==> config.mk <==
export PLATFORM = sky130hd
export DESIGN_NAME = stereo_frame_assembler
export DESIGN_NICKNAME = d
export VERILOG_FILES = /design/src/rtl/stereo_frame_assembler.sv
export SDC_FILE = /design/constraint.sdc
export NUM_CORES = 1
export LEC_CHECK = 0
export BUFFER_PORTS_ARGS = -buffer_cell sky130_fd_sc_hd__buf_4
export CAP_MARGIN = 10
export CORE_UTILIZATION = 40
export DETAILED_ROUTE_END_ITERATION = 12
export HOLD_SLACK_MARGIN = 0.12
export RECOVER_POWER = 100
export SLEW_MARGIN = 10
export SYNTH_ARGS = -nofsm -noshare
export SYNTH_HDL_FRONTEND = slang
export SYNTH_SLANG_ARGS = --single-unit
==> constraint.sdc <==
create_clock -name sclk -period 3.4 [get_ports sclk]
set_clock_uncertainty 0.2 [all_clocks]
set_input_delay 0.17 -clock sclk [delete_from_list [all_inputs] [get_ports sclk]]
set_output_delay 0.17 -clock sclk [all_outputs]
set_load 0.02 [all_outputs]
==> src/rtl/stereo_frame_assembler.sv <==
// ---------------------------------------------------------------------------
// stereo_frame_assembler
//
// Purpose:
//   Pairs each left sample from the serial audio decoder with the right
//   sample that follows it. Both samples are truncated to OUT_WIDTH MSBs.
//   Complete {left, right} frames are queued in a small FIFO and presented
//   downstream on a valid/ready interface. A decoder error or an out-of-order
//   L/R sequence discards the pending half-frame and resynchronises, so no
//   frame is ever emitted with its channels swapped or mismatched.
//
// Ports:
//   sclk         bit clock, rising-edge active
//   reset_n      asynchronous active-low reset
//   i_valid      sample valid from the decoder
//   i_ready      tied to 1, because the serial line cannot stall
//   i_is_left    1 = left sample, 0 = right sample
//   i_audio      left-justified 32-bit sample
//   i_error      decoder error level; takes priority over everything else
//   o_valid      FIFO head frame valid
//   o_ready      downstream accept
//   o_left       head frame, left channel
//   o_right      head frame, right channel
//   o_level      FIFO occupancy
//   o_overflow   sticky: a frame was dropped because the FIFO was full
//   o_sync_err   sticky: a pairing violation or error discard occurred
//   clear_flags  synchronous clear of both sticky flags (set wins)
// ---------------------------------------------------------------------------
module stereo_frame_assembler #(
  parameter int OUT_WIDTH  = 24,
  parameter int FIFO_DEPTH = 4
) (
  input  logic                            sclk,
  input  logic                            reset_n,
  input  logic                            i_valid,
  output logic                            i_ready,
  input  logic                            i_is_left,
  input  logic [31:0]                     i_audio,
  input  logic                            i_error,
  output logic                            o_valid,
  input  logic                            o_ready,
  output logic [OUT_WIDTH-1:0]            o_left,
  output logic [OUT_WIDTH-1:0]            o_right,
  output logic [$clog2(FIFO_DEPTH):0]     o_level,
  output logic                            o_overflow,
  output logic                            o_sync_err,
  input  logic                            clear_flags
);

  localparam int AW = $clog2(FIFO_DEPTH);
  localparam int LW = AW + 1;
  localparam int FW = 2 * OUT_WIDTH;

  localparam logic [AW-1:0] PTR_ONE  = AW'(1);
  localparam logic [LW-1:0] CNT_ONE  = LW'(1);
  localparam logic [LW-1:0] CNT_FULL = LW'(FIFO_DEPTH);

  typedef enum logic {
    WAIT_LEFT  = 1'b0,
    WAIT_RIGHT = 1'b1
  } pairState_e;

  pairState_e stateQ, stateD;

  logic [OUT_WIDTH-1:0] heldLeftQ;
  logic [FW-1:0]        memQ [FIFO_DEPTH];
  logic [AW-1:0]        wrPtrQ, rdPtrQ;
  logic [LW-1:0]        countQ, countD;
  logic                 overflowQ, overflowD;
  logic                 syncErrQ, syncErrD;

  logic [OUT_WIDTH-1:0] sampleTrunc;
  logic                 heldLoad;
  logic                 heldClear;
  logic                 pushReq;
  logic                 syncErrSet;
  logic                 fifoFull;
  logic                 popEn;
  logic                 pushOk;
  logic                 overflowSet;

  assign i_ready     = 1'b1;
  assign sampleTrunc = i_audio[31 -: OUT_WIDTH];

  // Pairing FSM state register.
  always_ff @(posedge sclk or negedge reset_n) begin
    if (!reset_n) begin
      stateQ <= WAIT_LEFT;
    end else begin
      stateQ <= stateD;
    end
  end

  // Next state: an error always resynchronises to WAIT_LEFT; otherwise a
  // left sample opens a frame and a right sample closes it. Out-of-order
  // samples leave the state where it is.
  always_comb begin
    stateD = stateQ;
    if (i_error) begin
      stateD = WAIT_LEFT;
    end else if (i_valid) begin
      if (stateQ == WAIT_LEFT && i_is_left) begin
        stateD = WAIT_RIGHT;
      end else if (stateQ == WAIT_RIGHT && !i_is_left) begin
        stateD = WAIT_LEFT;
      end
    end
  end

  // FSM outputs: held-register control, push request and pairing errors.
  // A left arriving in WAIT_RIGHT still reloads the held register so the
  // newest left is the one paired with the next right.
  always_comb begin
    heldLoad   = 1'b0;
    heldClear  = 1'b0;
    pushReq    = 1'b0;
    syncErrSet = 1'b0;
    if (i_error) begin
      heldClear  = 1'b1;
      syncErrSet = (stateQ == WAIT_RIGHT);
    end else if (i_valid) begin
      unique case (stateQ)
        WAIT_LEFT: begin
          if (i_is_left) begin
            heldLoad = 1'b1;
          end else begin
            syncErrSet = 1'b1;
          end
        end
        WAIT_RIGHT: begin
          if (i_is_left) begin
            heldLoad   = 1'b1;
            syncErrSet = 1'b1;
          end else begin
            pushReq = 1'b1;
          end
        end
        default: ;
      endcase
    end
  end

  // A full FIFO still accepts a push when the head leaves in the same cycle.
  assign fifoFull    = (countQ == CNT_FULL);
  assign popEn       = o_valid && o_ready;
  assign pushOk      = pushReq && (!fifoFull || popEn);
  assign overflowSet = pushReq && fifoFull && !popEn;

  always_comb begin
    countD = countQ;
    unique case ({pushOk, popEn})
      2'b10:   countD = countQ + CNT_ONE;
      2'b01:   countD = countQ - CNT_ONE;
      default: countD = countQ;
    endcase
  end

  // Sticky flags: a set event in the same cycle as a clear wins.
  assign overflowD = (overflowQ && !clear_flags) || overflowSet;
  assign syncErrD  = (syncErrQ  && !clear_flags) || syncErrSet;

  // Held left sample; cleared on a decoder error so stale data never pairs.
  always_ff @(posedge sclk or negedge reset_n) begin
    if (!reset_n) begin
      heldLeftQ <= '0;
    end else if (heldClear) begin
      heldLeftQ <= '0;
    end else if (heldLoad) begin
      heldLeftQ <= sampleTrunc;
    end
  end

  // Frame storage and pointers. The storage is reset so the outputs read
  // zero straight after reset, not whatever was left from before.
  always_ff @(posedge sclk or negedge reset_n) begin
    if (!reset_n) begin
      for (int i = 0; i < FIFO_DEPTH; i++) begin
        memQ[i] <= '0;
      end
      wrPtrQ <= '0;
      rdPtrQ <= '0;
      countQ <= '0;
    end else begin
      if (pushOk) begin
        memQ[wrPtrQ] <= {heldLeftQ, sampleTrunc};
        wrPtrQ       <= wrPtrQ + PTR_ONE;
      end
      if (popEn) begin
        rdPtrQ <= rdPtrQ + PTR_ONE;
      end
      countQ <= countD;
    end
  end

  // Sticky status flags.
  always_ff @(posedge sclk or negedge reset_n) begin
    if (!reset_n) begin
      overflowQ <= 1'b0;
      syncErrQ  <= 1'b0;
    end else begin
      overflowQ <= overflowD;
      syncErrQ  <= syncErrD;
    end
  end

  // First-word fall-through: the head entry is driven straight from storage.
  assign o_valid    = (countQ != '0);
  assign o_left     = memQ[rdPtrQ][FW-1:OUT_WIDTH];
  assign o_right    = memQ[rdPtrQ][OUT_WIDTH-1:0];
  assign o_level    = countQ;
  assign o_overflow = overflowQ;
  assign o_sync_err = syncErrQ;

endmodule

==> key figures <==
Worst setup path
  – Classification of the worst setup path: reg -> reg
  – CP top delay family: buffers and inverters
  – CP Data Required Time: roughly 3.6 ns
  – Delay of the slowest cell on the worst path: about 1.2 ns
  – Setup crit end kind: flop
  – Cells along the critical path: ha_1 > nand2_1 > nor4b_4 > clkbuf_2 > mux2_2
  – Launching element type of the critical path: flop
  – Data arrival time of the critical path: about 3.2 ns
  – Worst path slowest cell: clkbuf_2
  – Crit path buf inv count: 1
  – Maximum fanout encountered on the critical timing path: 48

Synthesis
  – Portion of the post-synthesis area used by sequential elements: approximately 58%
  – Count of distinct cell types in the synthesized netlist: 28
  – Synthesized netlist net count: roughly 670
  – Cell area after synthesis: just under 0.01 mm^2
  – Synthesized area divided by synthesized cell count: roughly 16 um^2
  – Main synth FF type: dfrtp_1
  – Count of flip-flops with a built-in enable after synthesis: 0
  – Number of instances in the synthesized netlist: 625
  – Synthesis-stage register bit count: 226
  – Syn. warnings: 0
  – Share of synthesized flip-flops with an asynchronous set or reset: 100%

Detailed routing
  – Antenna-violating nets left: 0
  – First DRT Iteration DRCs: around 270
  – Final wirelength: between 20 and 25 mm
  – Routed WL per cell: slightly above 20 um
  – Routed vias: between 5000 and 6000
  – Number of vias per cell after detailed routing: around 5.2
  – Remaining design rule violation count: 0
  – Drt pass-1 iters: 4

Finish
  – Layout-stage area growth over the synthesis result: 19.0%
  – Layout fillers: between 2000 and 2500
  – Multi-input combinational cell area: 0.00388 mm^2
  – N_diodes: 0
  – Share of layout cells above drive strength 1: 32.3%
  – Flip-flop and latch area: ~0.0057 mm^2
  – Number of nets in the final layout: 786

Global route
  – Met1 routing resource usage after global routing: around a quarter
  – Met3 global-route usage: about 2.8%
  – GR Util met2: 29.6%
  – Wire length of the first global-routing pass: 35.6 mm
  – Largest net degree at the start of global routing: 110
  – Remaining global-route overflow: 0
  – Antenna violations before repair: 0
  – Most crowded layer after global routing: met2
  – Global-route usage over all layers: 17.9%
  – Number of global-route vias before repair: approximately 6400

Timing
  – Pins Over Slew Limit: between 100 and 150
  – Finish-stage setup viols: 0
  – Worst max-slew margin expressed relative to the limit: -15.2%
  – Sum of negative setup slack: 0 ns
  – Unrepaired setup endpoints after global routing: false
  – Post-route fraction of the period consumed by the critical path: 88.4%
  – Worst-Margin Slew: around 1.7 ns
  – Final hold vios: 0
  – Achievable clock frequency: between 300 and 400 MHz
  – Shortest clock period the worst path allows after layout: approximately 3.0 ns

Power
  – Worst VDD drop: roughly 0.33 mV
  – Leak: 5.57 nW
  – Total chip power: 8.02 mW
  – Total power divided by cell area: 685 mW/mm^2

CTS
  – Count of clock tree sinks: about 230
  – Library cell used as clock root buffer: clkbuf_16
  – Setup Buffers After CTS: 0
  – PostCTS Resize Cnt: 0
  – Clk slew on worst S/H paths: 0.06 ns
  – Max H-tree Level: 1
  – TritonCTS clock tree: done
  – Maximum clock path buffer count: 3
  – TritonCTS Buffers: 25
  – Clock network latency to the later pin of the worst-skew pair: around 0.5 ns

Worst hold path
  – Worst min-delay path class: in -> async

Floorplan
  – Total Die Area: approximately 0.025 mm^2
  – Floorplan row count: 56
  – Y dimension of the die: around 160 um
  – Standard cell core area: roughly 0.024 mm^2
  – Die Wd: ~160 um
  – Ports: 94
  – Initial cell density of the core: slightly above 40%

Placement
  – Placed wire-length estimate after detailed placement: about 13 mm
  – Number of port buffers: 84
  – Final weighted congestion in routability-driven placement: around 0.71

Job
  – Max_cap viols: 3

Outcome
  – Violated checks: max-capacitance violations, max-slew violations
  – Status: finished with violations
==> area by class of cell <==
type | count | area share [%]
sequential | 226 | 48.4
multi-input combinational | 350 | 33.2
timing repair buffer | 127 | 7.19
clock buffer | 40 | 6.77
tap | 319 | 3.41
clock inverter | 3 | 0.770
inverter | 9 | 0.289
==> placed cells by master (no fill, tap or decap) <==
cell type,count
dfrtp_1,224
clkbuf_1,60
nor2_1,4
mux2_2,113
dfrtp_2,1
clkbuf_8,11
buf_12,2
a22o_1,1
xnor2_1,3
mux2_1,80
mux4_2,48
nand2_1,53
clkbuf_2,3
bufinv_16,3
o21ai_0,1
buf_2,2
nor4b_1,3
xor2_1,3
a22oi_1,1
clkbuf_16,25
nor4b_4,2
dlygate4sd3_1,31
conb_1,1
clkbuf_4,1
and2_0,1
ha_1,7
buf_4,31
inv_1,9
fa_1,1
nor3_1,1
a21oi_1,24
dfrtp_4,1
buf_8,1
a221o_1,1
or3_1,1
o31a_1,1
==> synthesized netlist by cell type (3+ instances only) <==
cell / instances / share of area (%)
dfrtp_1: 226 / 58
mux2_2: 113 / 13
mux2_1: 80 / 9.2
nand2_1: 53 / 2.0
mux4_2: 48 / 11
a21oi_1: 24 / 1.2
buf_2: 13 / 0.66
clkbuf_1: 9 / 0.34
inv_1: 9 / 0.34
buf_6: 8 / 0.92
ha_1: 7 / 0.89
buf_1: 5 / 0.19
buf_4: 5 / 0.38
nor2_1: 4 / 0.15
nor4b_2: 4 / 0.61
xnor2_1: 3 / 0.27
xor2_1: 3 / 0.27
==> sequential cells by signal, summed over array words and instances (netlist names) <==
register,count
memQ,192
heldLeftQ,24
o_level,3
rdPtrQ,2
wrPtrQ,2
o_overflow,1
o_sync_err,1
stateQ,1
==> through the flow <==
| stage | cell area [um^2] | instances | hold slack [ns] | worst slack, ns | utilization, % |
|---|---|---|---|---|---|
| 2_1_floorplan | 9830 | 625 | -0.326 | 0.963 | - |
| 3_3_place_gp | 10800 | 1000 | 0.0728 | 0.921 | 45.6 |
| 3_5_place_dp | 10800 | 1000 | 0.0921 | 0.849 | 45.6 |
| 4_1_cts | 12000 | 1074 | 0.154 | 0.554 | 50.6 |
| 5_1_grt | 11700 | 1074 | 0.188 | 0.240 | 49.3 |
| 6_report | 11700 | 1074 | 0.120 | 0.395 | 49.3 |
==> final timing paths <==
| path | from | endpoint | slack, ns | cells past startpoint |
|---|---|---|---|---|
| max in group asynchronous | reset_n | memQ[157] | 0.75 | 3 |
| min reg2reg | memQ[189] | memQ[189] | 0.28 | 1 |
| min | reset_n | heldLeftQ[20] | 0.12 | 2 |
| min in group sclk | i_audio[10] | memQ[146] | 0.27 | 3 |
| max | stateQ | memQ[56] | 0.40 | 5 |
| max reg2reg | stateQ | memQ[56] | 0.40 | 5 |
==> cells by family after synthesis <==
logic type	share of synthesized area, %
flip-flops	57.5
AO/OA/AOI/OAI	1.63
buffers and inverters	2.84
adder cells (fa/ha/maj)	1.09
multiplexers	33.1
XOR/XNOR	0.535
AND/OR/NAND/NOR	3.21
other	0.0382
==> report_power, final <==
part / internal [mW] / switching, mW
Clock: 1.80 / 1.03
Sequential: 3.09 / 0.353
Combinational: 0.874 / 0.869
==> what timing repair did <==
item / 4_1_cts / 5_1_grt
hold buffers: 31 / 0
setup endpoints to repair: 0 / 0
hold endpoints to repair: 232 / 0
==> metal layers <==
layer | routed length (um) | vias to the layer above
met5 | 0 | -
met4 | 459 | 0
li1 | - | 2487
met2 | 10700 | 100
met3 | 758 | 34
met1 | 9810 | 3009
Power figures use the tool's default switching activity.
